### config.mk
export PLATFORM = sky130hd
export DESIGN_NAME = vga_stream_packer_flat
export DESIGN_NICKNAME = d
export VERILOG_FILES = /design/src/rtl/vga_stream_packer_pkg.sv /design/src/rtl/vga_stream_packer_if.sv /design/src/rtl/vga_stream_packer_frame_pos_counter.sv /design/src/rtl/vga_stream_packer.sv /design/src/flat_wrapper.sv
export SDC_FILE = /design/constraint.sdc
export NUM_CORES = 1
export LEC_CHECK = 0
export CORE_MARGIN = 1.5
export CORE_UTILIZATION = 50
export CTS_BUF_LIST = sky130_fd_sc_hd__clkbuf_8
export DETAILED_ROUTE_END_ITERATION = 10
export GPL_TIMING_DRIVEN = 0
export PLACE_DENSITY = 0.86
export RECOVER_POWER = 100
export SYNTH_ARGS = -nofsm -noshare
export SYNTH_HDL_FRONTEND = slang
export SYNTH_HIERARCHICAL = 1
export SYNTH_SLANG_ARGS = --single-unit
export TNS_END_PERCENT = 20
### constraint.sdc
create_clock -name clk -period 6.8 [get_ports clk]
set_input_delay 1.02 -clock clk [delete_from_list [all_inputs] [get_ports clk]]
set_output_delay 1.02 -clock clk [all_outputs]
set_load 0.02 [all_outputs]
### src/rtl/vga_stream_packer_pkg.sv
// ---------------------------------------------------------------------------
// vga_stream_pkg
// Shared types and helpers for the VGA stream packer:
//   - mode_t   : pixel source selection (RGB / binarized / eroded / dilated)
//   - state_t  : frame alignment state machine states
//   - pack_rgb555 : packs three 5-bit components into a 16-bit FIFO word
//   - BAR_*    : RGB555 colour-bar constants and bar_colour() lookup
// ---------------------------------------------------------------------------
package vga_stream_pkg;

   typedef enum logic [1:0] {
      MODE_RGB = 2'd0,
      MODE_BIN = 2'd1,
      MODE_ERO = 2'd2,
      MODE_DIL = 2'd3
   } mode_t;

   typedef enum logic [1:0] {
      ALIGN  = 2'd0,
      ARMED  = 2'd1,
      STREAM = 2'd2
   } state_t;

   localparam int NUM_BARS = 8;

   localparam logic [15:0] BAR_WHITE   = 16'h7FFF;
   localparam logic [15:0] BAR_YELLOW  = 16'h7FE0;
   localparam logic [15:0] BAR_CYAN    = 16'h03FF;
   localparam logic [15:0] BAR_GREEN   = 16'h03E0;
   localparam logic [15:0] BAR_MAGENTA = 16'h7C1F;
   localparam logic [15:0] BAR_RED     = 16'h7C00;
   localparam logic [15:0] BAR_BLUE    = 16'h001F;
   localparam logic [15:0] BAR_BLACK   = 16'h0000;

   // MSB is left zero so the VGA unpacker can treat the word as plain RGB555.
   function automatic logic [15:0] pack_rgb555(input logic [4:0] r,
                                               input logic [4:0] g,
                                               input logic [4:0] b);
      return {1'b0, r, g, b};
   endfunction

   function automatic logic [15:0] bar_colour(input logic [2:0] idx);
      logic [15:0] colour;
      case (idx)
         3'd0:    colour = BAR_WHITE;
         3'd1:    colour = BAR_YELLOW;
         3'd2:    colour = BAR_CYAN;
         3'd3:    colour = BAR_GREEN;
         3'd4:    colour = BAR_MAGENTA;
         3'd5:    colour = BAR_RED;
         3'd6:    colour = BAR_BLUE;
         default: colour = BAR_BLACK;
      endcase
      return colour;
   endfunction

endpackage

### src/rtl/vga_stream_packer_if.sv
// ---------------------------------------------------------------------------
// vga_stream_packer_if
// Pixel-source bundle (RGB + three binary images, each with a valid) and the
// SDRAM write-FIFO side (fifo_wrdata / fifo_wren).
//   master : the environment (drives pixel sources, observes FIFO writes)
//   slave  : the packer (consumes pixel sources, drives FIFO writes)
// ---------------------------------------------------------------------------
interface vga_stream_packer_if #(
   parameter int COMP_W = 12
) ();
   logic [COMP_W-1:0] rgb_red;
   logic [COMP_W-1:0] rgb_green;
   logic [COMP_W-1:0] rgb_blue;
   logic              rgb_valid;
   logic [7:0]        bin_data;
   logic              bin_valid;
   logic [7:0]        ero_data;
   logic              ero_valid;
   logic [7:0]        dil_data;
   logic              dil_valid;
   logic [15:0]       fifo_wrdata;
   logic              fifo_wren;

   modport master (
      output rgb_red, rgb_green, rgb_blue, rgb_valid,
      output bin_data, bin_valid, ero_data, ero_valid, dil_data, dil_valid,
      input  fifo_wrdata, fifo_wren
   );

   modport slave (
      input  rgb_red, rgb_green, rgb_blue, rgb_valid,
      input  bin_data, bin_valid, ero_data, ero_valid, dil_data, dil_valid,
      output fifo_wrdata, fifo_wren
   );
endinterface

### src/rtl/vga_stream_packer_frame_pos_counter.sv
// ---------------------------------------------------------------------------
// frame_pos_counter
// Column/row position of the next pixel to be written within a frame.
// Ports:
//   clk, reset   : clock, synchronous active-high reset
//   clear        : return to (0,0); wins over advance
//   advance      : a pixel was written at the current position
//   column, row  : current (next-to-write) position
//   col_wrap     : current column is the last of the line
//   row_wrap     : current row is the last of the frame
//   last_pixel   : current position is the final pixel of the frame
// ---------------------------------------------------------------------------
module frame_pos_counter #(
   parameter int IMG_WIDTH  = 640,
   parameter int IMG_HEIGHT = 480,
   localparam int COL_W = $clog2(IMG_WIDTH),
   localparam int ROW_W = $clog2(IMG_HEIGHT)
) (
   input  logic             clk,
   input  logic             reset,
   input  logic             clear,
   input  logic             advance,
   output logic [COL_W-1:0] column,
   output logic [ROW_W-1:0] row,
   output logic             col_wrap,
   output logic             row_wrap,
   output logic             last_pixel
);
   import vga_stream_pkg::*;

   localparam logic [COL_W-1:0] COL_LAST = COL_W'(IMG_WIDTH - 1);
   localparam logic [ROW_W-1:0] ROW_LAST = ROW_W'(IMG_HEIGHT - 1);

   logic [COL_W-1:0] column_reg;
   logic [ROW_W-1:0] row_reg;

   assign col_wrap   = (column_reg == COL_LAST);
   assign row_wrap   = (row_reg == ROW_LAST);
   assign last_pixel = col_wrap && row_wrap;
   assign column     = column_reg;
   assign row        = row_reg;

   always_ff @(posedge clk) begin
      if (reset || clear) begin
         column_reg <= '0;
         row_reg    <= '0;
      end else if (advance) begin
         if (col_wrap) begin
            column_reg <= '0;
            row_reg    <= row_wrap ? '0 : row_reg + 1'b1;
         end else begin
            column_reg <= column_reg + 1'b1;
         end
      end
   end

endmodule

### src/rtl/vga_stream_packer.sv
// ---------------------------------------------------------------------------
// vga_stream_packer
// Selects one of four pixel streams (RGB, binarized, eroded, dilated), packs
// it into a 16-bit SDRAM write-FIFO word and tracks the frame position so a
// source switch only ever takes effect on a frame boundary.
//
// Optional feature macro: VGA_STREAM_TEST_PATTERN_EN
//   adds input test_en; when high the RGB data are replaced by 8 vertical
//   colour bars (timing still follows rgb_valid).
//
// Ports:
//   clk, reset   : pixel clock, synchronous active-high reset
//   mode_sel     : requested source (0 RGB, 1 bin, 2 ero, 3 dil)
//   restart      : one-cycle realignment pulse (frame_count kept)
//   test_en      : colour-bar enable (only with the macro above)
//   bus          : slave side of vga_stream_packer_if (sources in, FIFO out)
//   rgb_mode     : committed source is RGB
//   column, row  : position of the last written pixel
//   frame_done   : pulse with the write of the final pixel of a frame
//   frame_count  : completed frames (wraps)
// ---------------------------------------------------------------------------
module vga_stream_packer
   import vga_stream_pkg::*;
#(
   parameter int IMG_WIDTH  = 640,
   parameter int IMG_HEIGHT = 480,
   parameter int COMP_W     = 12,
   parameter int SYNC_GAP   = 64
) (
   input  logic                          clk,
   input  logic                          reset,
   input  logic [1:0]                    mode_sel,
   input  logic                          restart,
`ifdef VGA_STREAM_TEST_PATTERN_EN
   input  logic                          test_en,
`endif
   vga_stream_packer_if.slave            bus,
   output logic                          rgb_mode,
   output logic [$clog2(IMG_WIDTH)-1:0]  column,
   output logic [$clog2(IMG_HEIGHT)-1:0] row,
   output logic                          frame_done,
   output logic [15:0]                   frame_count
);

   localparam int COL_W = $clog2(IMG_WIDTH);
   localparam int ROW_W = $clog2(IMG_HEIGHT);
   localparam int GAP_W = $clog2(SYNC_GAP + 1);
   localparam logic [GAP_W-1:0] GAP_MAX = GAP_W'(SYNC_GAP);

   state_t            state_reg;
   mode_t             mode_reg;
   logic [GAP_W-1:0]  gap_reg;
   logic [GAP_W-1:0]  gap_next;
   logic [15:0]       fifo_wrdata_reg;
   logic              fifo_wren_reg;
   logic              rgb_mode_reg;
   logic [COL_W-1:0]  column_reg;
   logic [ROW_W-1:0]  row_reg;
   logic              frame_done_reg;
   logic [15:0]       frame_count_reg;

   logic [COL_W-1:0]  pos_col;
   logic [ROW_W-1:0]  pos_row;
   logic              col_wrap;
   logic              row_wrap;
   logic              last_pixel;

   logic [15:0]       rgb_word;
   logic              sel_valid;
   logic [15:0]       sel_word;
   logic              write_now;
   logic              short_frame;
   logic              cnt_clear;

   // -----------------------------------------------------------------------
   // RGB packing (optionally overridden by colour bars keyed on the column
   // the pixel is about to be written to)
   // -----------------------------------------------------------------------
`ifdef VGA_STREAM_TEST_PATTERN_EN
   localparam int BAR_W = (IMG_WIDTH / NUM_BARS > 0) ? IMG_WIDTH / NUM_BARS : 1;
   logic [2:0] bar_idx;
   assign bar_idx = 3'(int'(pos_col) / BAR_W);
   assign rgb_word = test_en ? bar_colour(bar_idx)
                             : pack_rgb555(bus.rgb_red[COMP_W-1 -: 5],
                                           bus.rgb_green[COMP_W-1 -: 5],
                                           bus.rgb_blue[COMP_W-1 -: 5]);
`else
   assign rgb_word = pack_rgb555(bus.rgb_red[COMP_W-1 -: 5],
                                 bus.rgb_green[COMP_W-1 -: 5],
                                 bus.rgb_blue[COMP_W-1 -: 5]);
`endif

   // Only the committed source is observed; the others are ignored.
   always_comb begin
      sel_valid = 1'b0;
      sel_word  = 16'h0000;
      case (mode_reg)
         MODE_RGB: begin
            sel_valid = bus.rgb_valid;
            sel_word  = rgb_word;
         end
         MODE_BIN: begin
            sel_valid = bus.bin_valid;
            sel_word  = {8'h00, bus.bin_data};
         end
         MODE_ERO: begin
            sel_valid = bus.ero_valid;
            sel_word  = {8'h00, bus.ero_data};
         end
         default: begin
            sel_valid = bus.dil_valid;
            sel_word  = {8'h00, bus.dil_data};
         end
      endcase
   end

   // Saturating count of consecutive idle cycles on the committed source.
   assign gap_next = sel_valid ? '0 :
                     (gap_reg == GAP_MAX) ? gap_reg : gap_reg + 1'b1;

   assign write_now   = (state_reg != ALIGN) && sel_valid && !restart;
   assign short_frame = (state_reg == STREAM) && !sel_valid && (gap_next == GAP_MAX);
   // Position is held at (0,0) while aligning so ARMED always writes (0,0).
   assign cnt_clear   = restart || (state_reg == ALIGN) || short_frame;

   frame_pos_counter #(
      .IMG_WIDTH  (IMG_WIDTH),
      .IMG_HEIGHT (IMG_HEIGHT)
   ) u_pos (
      .clk        (clk),
      .reset      (reset),
      .clear      (cnt_clear),
      .advance    (write_now),
      .column     (pos_col),
      .row        (pos_row),
      .col_wrap   (col_wrap),
      .row_wrap   (row_wrap),
      .last_pixel (last_pixel)
   );

   // Line-level wrap flags are not needed at this level.
   logic unused_wrap;
   assign unused_wrap = col_wrap ^ row_wrap;

   // -----------------------------------------------------------------------
   // Alignment FSM with registered outputs
   // -----------------------------------------------------------------------
   always_ff @(posedge clk) begin
      if (reset) begin
         state_reg       <= ALIGN;
         mode_reg        <= MODE_RGB;
         gap_reg         <= '0;
         fifo_wrdata_reg <= 16'h0000;
         fifo_wren_reg   <= 1'b0;
         rgb_mode_reg    <= 1'b1;
         column_reg      <= '0;
         row_reg         <= '0;
         frame_done_reg  <= 1'b0;
         frame_count_reg <= 16'h0000;
      end else if (restart) begin
         state_reg      <= ALIGN;
         gap_reg        <= '0;
         fifo_wren_reg  <= 1'b0;
         frame_done_reg <= 1'b0;
         column_reg     <= '0;
         row_reg        <= '0;
      end else begin
         fifo_wren_reg  <= write_now;
         frame_done_reg <= 1'b0;
         if (write_now) begin
            fifo_wrdata_reg <= sel_word;
            column_reg      <= pos_col;
            row_reg         <= pos_row;
         end

         case (state_reg)
            ALIGN: begin
               // Nothing is written here, so the mode may change freely.
               mode_reg     <= mode_t'(mode_sel);
               rgb_mode_reg <= (mode_t'(mode_sel) == MODE_RGB);
               gap_reg      <= gap_next;
               if (gap_next == GAP_MAX) begin
                  state_reg <= ARMED;
               end
            end
            ARMED: begin
               gap_reg <= gap_next;
               if (sel_valid) begin
                  state_reg <= STREAM;
               end
            end
            STREAM: begin
               gap_reg <= gap_next;
               if (sel_valid && last_pixel) begin
                  frame_done_reg  <= 1'b1;
                  frame_count_reg <= frame_count_reg + 16'd1;
                  if (mode_t'(mode_sel) != mode_reg) begin
                     state_reg <= ALIGN;
                     gap_reg   <= '0;
                  end
               end else if (short_frame) begin
                  // Partial frame is dropped; resync on the next pixel.
                  state_reg <= ARMED;
               end
            end
            default: begin
               state_reg <= ALIGN;
               gap_reg   <= '0;
            end
         endcase
      end
   end

   assign bus.fifo_wrdata = fifo_wrdata_reg;
   assign bus.fifo_wren   = fifo_wren_reg;
   assign rgb_mode        = rgb_mode_reg;
   assign column          = column_reg;
   assign row             = row_reg;
   assign frame_done      = frame_done_reg;
   assign frame_count     = frame_count_reg;

endmodule
### src/flat_wrapper.sv
// flat-port wrapper written by rule: the top's interface ports become plain ports
module vga_stream_packer_flat import vga_stream_pkg::*;
#(
   parameter int IMG_WIDTH  = 640,
   parameter int IMG_HEIGHT = 480,
   parameter int COMP_W     = 12,
   parameter int SYNC_GAP   = 64
)
  (clk, reset, mode_sel, restart, rgb_mode, column, row, frame_done, frame_count, bus_rgb_red, bus_rgb_green, bus_rgb_blue, bus_rgb_valid, bus_bin_data, bus_bin_valid, bus_ero_data, bus_ero_valid, bus_dil_data, bus_dil_valid, bus_fifo_wrdata, bus_fifo_wren);
  vga_stream_packer_if #(.COMP_W(COMP_W)) bus_i ();
  input  logic clk;
  input  logic reset;
  input  logic [1:0] mode_sel;
  input  logic restart;
  output logic rgb_mode;
  output logic [$clog2(IMG_WIDTH)-1:0] column;
  output logic [$clog2(IMG_HEIGHT)-1:0] row;
  output logic frame_done;
  output logic [15:0] frame_count;
  input wire logic [$bits(bus_i.rgb_red)-1:0] bus_rgb_red;
  input wire logic [$bits(bus_i.rgb_green)-1:0] bus_rgb_green;
  input wire logic [$bits(bus_i.rgb_blue)-1:0] bus_rgb_blue;
  input wire logic [$bits(bus_i.rgb_valid)-1:0] bus_rgb_valid;
  input wire logic [$bits(bus_i.bin_data)-1:0] bus_bin_data;
  input wire logic [$bits(bus_i.bin_valid)-1:0] bus_bin_valid;
  input wire logic [$bits(bus_i.ero_data)-1:0] bus_ero_data;
  input wire logic [$bits(bus_i.ero_valid)-1:0] bus_ero_valid;
  input wire logic [$bits(bus_i.dil_data)-1:0] bus_dil_data;
  input wire logic [$bits(bus_i.dil_valid)-1:0] bus_dil_valid;
  output wire logic [$bits(bus_i.fifo_wrdata)-1:0] bus_fifo_wrdata;
  output wire logic [$bits(bus_i.fifo_wren)-1:0] bus_fifo_wren;
  assign bus_i.rgb_red = bus_rgb_red;
  assign bus_i.rgb_green = bus_rgb_green;
  assign bus_i.rgb_blue = bus_rgb_blue;
  assign bus_i.rgb_valid = bus_rgb_valid;
  assign bus_i.bin_data = bus_bin_data;
  assign bus_i.bin_valid = bus_bin_valid;
  assign bus_i.ero_data = bus_ero_data;
  assign bus_i.ero_valid = bus_ero_valid;
  assign bus_i.dil_data = bus_dil_data;
  assign bus_i.dil_valid = bus_dil_valid;
  assign bus_fifo_wrdata = bus_i.fifo_wrdata;
  assign bus_fifo_wren = bus_i.fifo_wren;
  vga_stream_packer #(.IMG_WIDTH(IMG_WIDTH), .IMG_HEIGHT(IMG_HEIGHT), .COMP_W(COMP_W), .SYNC_GAP(SYNC_GAP)) u_core (.clk(clk), .reset(reset), .mode_sel(mode_sel), .restart(restart), .bus(bus_i), .rgb_mode(rgb_mode), .column(column), .row(row), .frame_done(frame_done), .frame_count(frame_count));
endmodule
==> results.toml <==
[timing]
fin_worst_skew_ns = 0.00640
period_needed_ns = 4.18
final.setup.tns_ns = 0
slew_headroom = 0.461
fin_crit_sh = 0.615
rsz0062_at_grt = "false"
setup_viol = 0
max_freq_mhz = 239
whs_ns = 0.451
finalHoldViolCount = 0
slew_violations = 0
tightest_slew_ns = 0.798

[clock_network]
clockBufferDepth = 2
cts_buffers = 9
cts.repair.resized = 0
clk_pin_slew_worst_paths_ns = 0.09
clock_sinks = 83
cts_hold_buf = 0
root_buffer = "clkbuf_8"
h-tree-depth = 3
clk_latency_ns = 0.36
postCtsSetupRepairBufs = 0
cts_tree = "built"

[drt]
ant_nets = 0
drt-total-wl_um = 9680
dr.first_iter.drc_count = 147
drc_errors = 0
vias = 3494
vias_per_cell = 5.38
wl_per_cell_um = 14.9
drtPass1Iterations = 4

[place]
dp_hpwl_um = 7190
portBuffers = 100
dp_cells = 633
gp_congestion = 0.843

[worst_setup_path]
ff2ff_setup_slack_ns = 3.24
r2r-end = "u_core/u_pos/row[5]"
crit_fanout = 15
reg2regPathDepth = 11
rr_startpoint = "u_core/state_reg[0]"
crit_required_ns = 7.10
cp.arrival_ns = 4.48
worstSetupEndpointType = "flop"
critPathKind = "in -> reg"
cp-start-kind = "input pin"

[power_and_ir_drop]
cellPowerDensity_nw_per_um2 = 188
seq_power_share = 0.508
clkPwrFrac = 0.427
switching_share = 0.226
total_leakage_power_nw = 1.90
combPwrFrac = 0.065
p_sw_mw = 0.217
ir_drop_mv = 0.122
p_int_mw = 0.746

[global_route]
track_usage = 0.242
grt_max_degree = 16
grt_pass1_vias = 3315
grt_pass1_wl_um = 15800
gr-total-overflow = 0
antenna_found_initial = 0

[floorplan]
die_y_um = 90.3
initial_utilization = 0.520
die_x_um = 90.3
io_pins = 123
rows = 31
die-area_um2 = 8160
core_um2 = 7330

[finish]
nets = 619
antenna_cells = 0
largest_reg_flops = 16
fillerInstances = 549
finalNonFillerCells = 649
drive_gt1_frac = 0.0818
area_growth_pct = 34.4

[worst_hold_path]
hold_depth = 2
hp-start = "u_core/bus.fifo_wrdata[11]"
holdPathEnd = "u_core/bus.fifo_wrdata[11]"
hold_class = "reg -> reg"

[yosys]
synth_nets = 508
synth_area_per_cell_um2 = 8.78
netlist_area_um2 = 3810
syn_inst = 434
yosys_warnings = 6

[run]
drv_cap = 0

[run_status]
status = "finished, final reports clean"
==> area by class of cell <==
class                   count  area, µm²  area share
well taps                  99        124      0.0242
plain buffers              23        101      0.0198
flip-flops and latches     83       1660       0.324
multi-input cells         319       1970       0.384
clock inverters             6       95.1      0.0186
clock buffers              10        138      0.0269
repair buffers            100       1000       0.195
inverters                   9       33.8     0.00659
==> how the worst max path moves through the flow <==
stage	depth (start not counted)	start	endpoint
after floorplan	7	bus_dil_valid	u_core/u_pos/row[7]
after global placement	10	bus_bin_valid	u_core/u_pos/row[5]
after detailed placement	10	bus_bin_valid	u_core/u_pos/row[5]
after CTS	10	bus_bin_valid	u_core/u_pos/row[5]
after global routing	10	bus_dil_valid	u_core/u_pos/row[5]
final	10	bus_dil_valid	u_core/u_pos/row[5]
==> through the flow <==
step | total power, mW | cell area (µm²) | setup WS (ns) | utilization
2_1_floorplan | 0.527 | 3810 | 3.94 | -
3_3_place_gp | 0.561 | 4940 | 3.16 | 0.673
3_5_place_dp | 0.563 | 4940 | 3.13 | 0.673
4_1_cts | 0.966 | 5170 | 3.50 | 0.705
5_1_grt | 0.991 | 5120 | 2.35 | 0.699
6_report | 0.963 | 5120 | 2.62 | 0.699
==> per-layer routing <==
| metal | part of all wire | global-route usage | vias to the layer above |
|---|---|---|---|
| li1 | - | - | 1720 |
| met1 | 0.42 | 0.287 | 1658 |
| met5 | 0 | 0 | - |
| met2 | 0.50 | 0.416 | 98 |
| met3 | 0.061 | 0.0690 | 18 |
| met4 | 0.020 | 0.0886 | 0 |
==> placed cells by master (no fill, tap or decap), types with 2 or more instances in the layout <==
master / instances
a21o_1: 2
a21oi_1: 44
a31o_2: 4
a31oi_1: 2
and2_1: 2
and3_1: 7
and4_1: 4
buf_2: 3
bufinv_16: 2
clkbuf_1: 18
clkbuf_8: 10
clkdlybuf4s50_1: 44
clkinv_4: 2
dfxtp_1: 83
dlygate4sd3_1: 56
ha_1: 5
inv_1: 9
inv_6: 2
mux2i_1: 4
mux4_2: 9
nand2_1: 76
nand2b_1: 4
nand3_1: 16
nand4_1: 14
nand4b_1: 2
nor2_1: 43
nor2b_1: 5
nor3_1: 5
nor3b_1: 2
nor3b_4: 2
nor4b_1: 4
o21ai_0: 8
o21bai_1: 2
o311a_1: 2
or2_2: 4
or3_1: 5
xnor2_1: 14
xor2_1: 15
==> worst max-delay path, stage by stage <==
cell and delay (ns):
dlygate4sd3_1 0.51, mux4_2 0.33, nand2_1 0.24, inv_1 0.29
clkbuf_1 0.50, and3_1 0.24, clkbuf_1 0.28, nand3_1 0.35
or4_1 0.57, a21oi_1 0.14
==> power by group through the flow <==
stage	Sequential (mW)	Clock, mW	Combinational, mW
floorplan	0.500	0	0.0266
global placement	0.500	0	0.0610
detailed placement	0.501	0	0.0626
CTS	0.489	0.414	0.0629
global route	0.490	0.435	0.0666
finish	0.489	0.412	0.0622
Note: power is estimated with default switching activity, not from simulation.
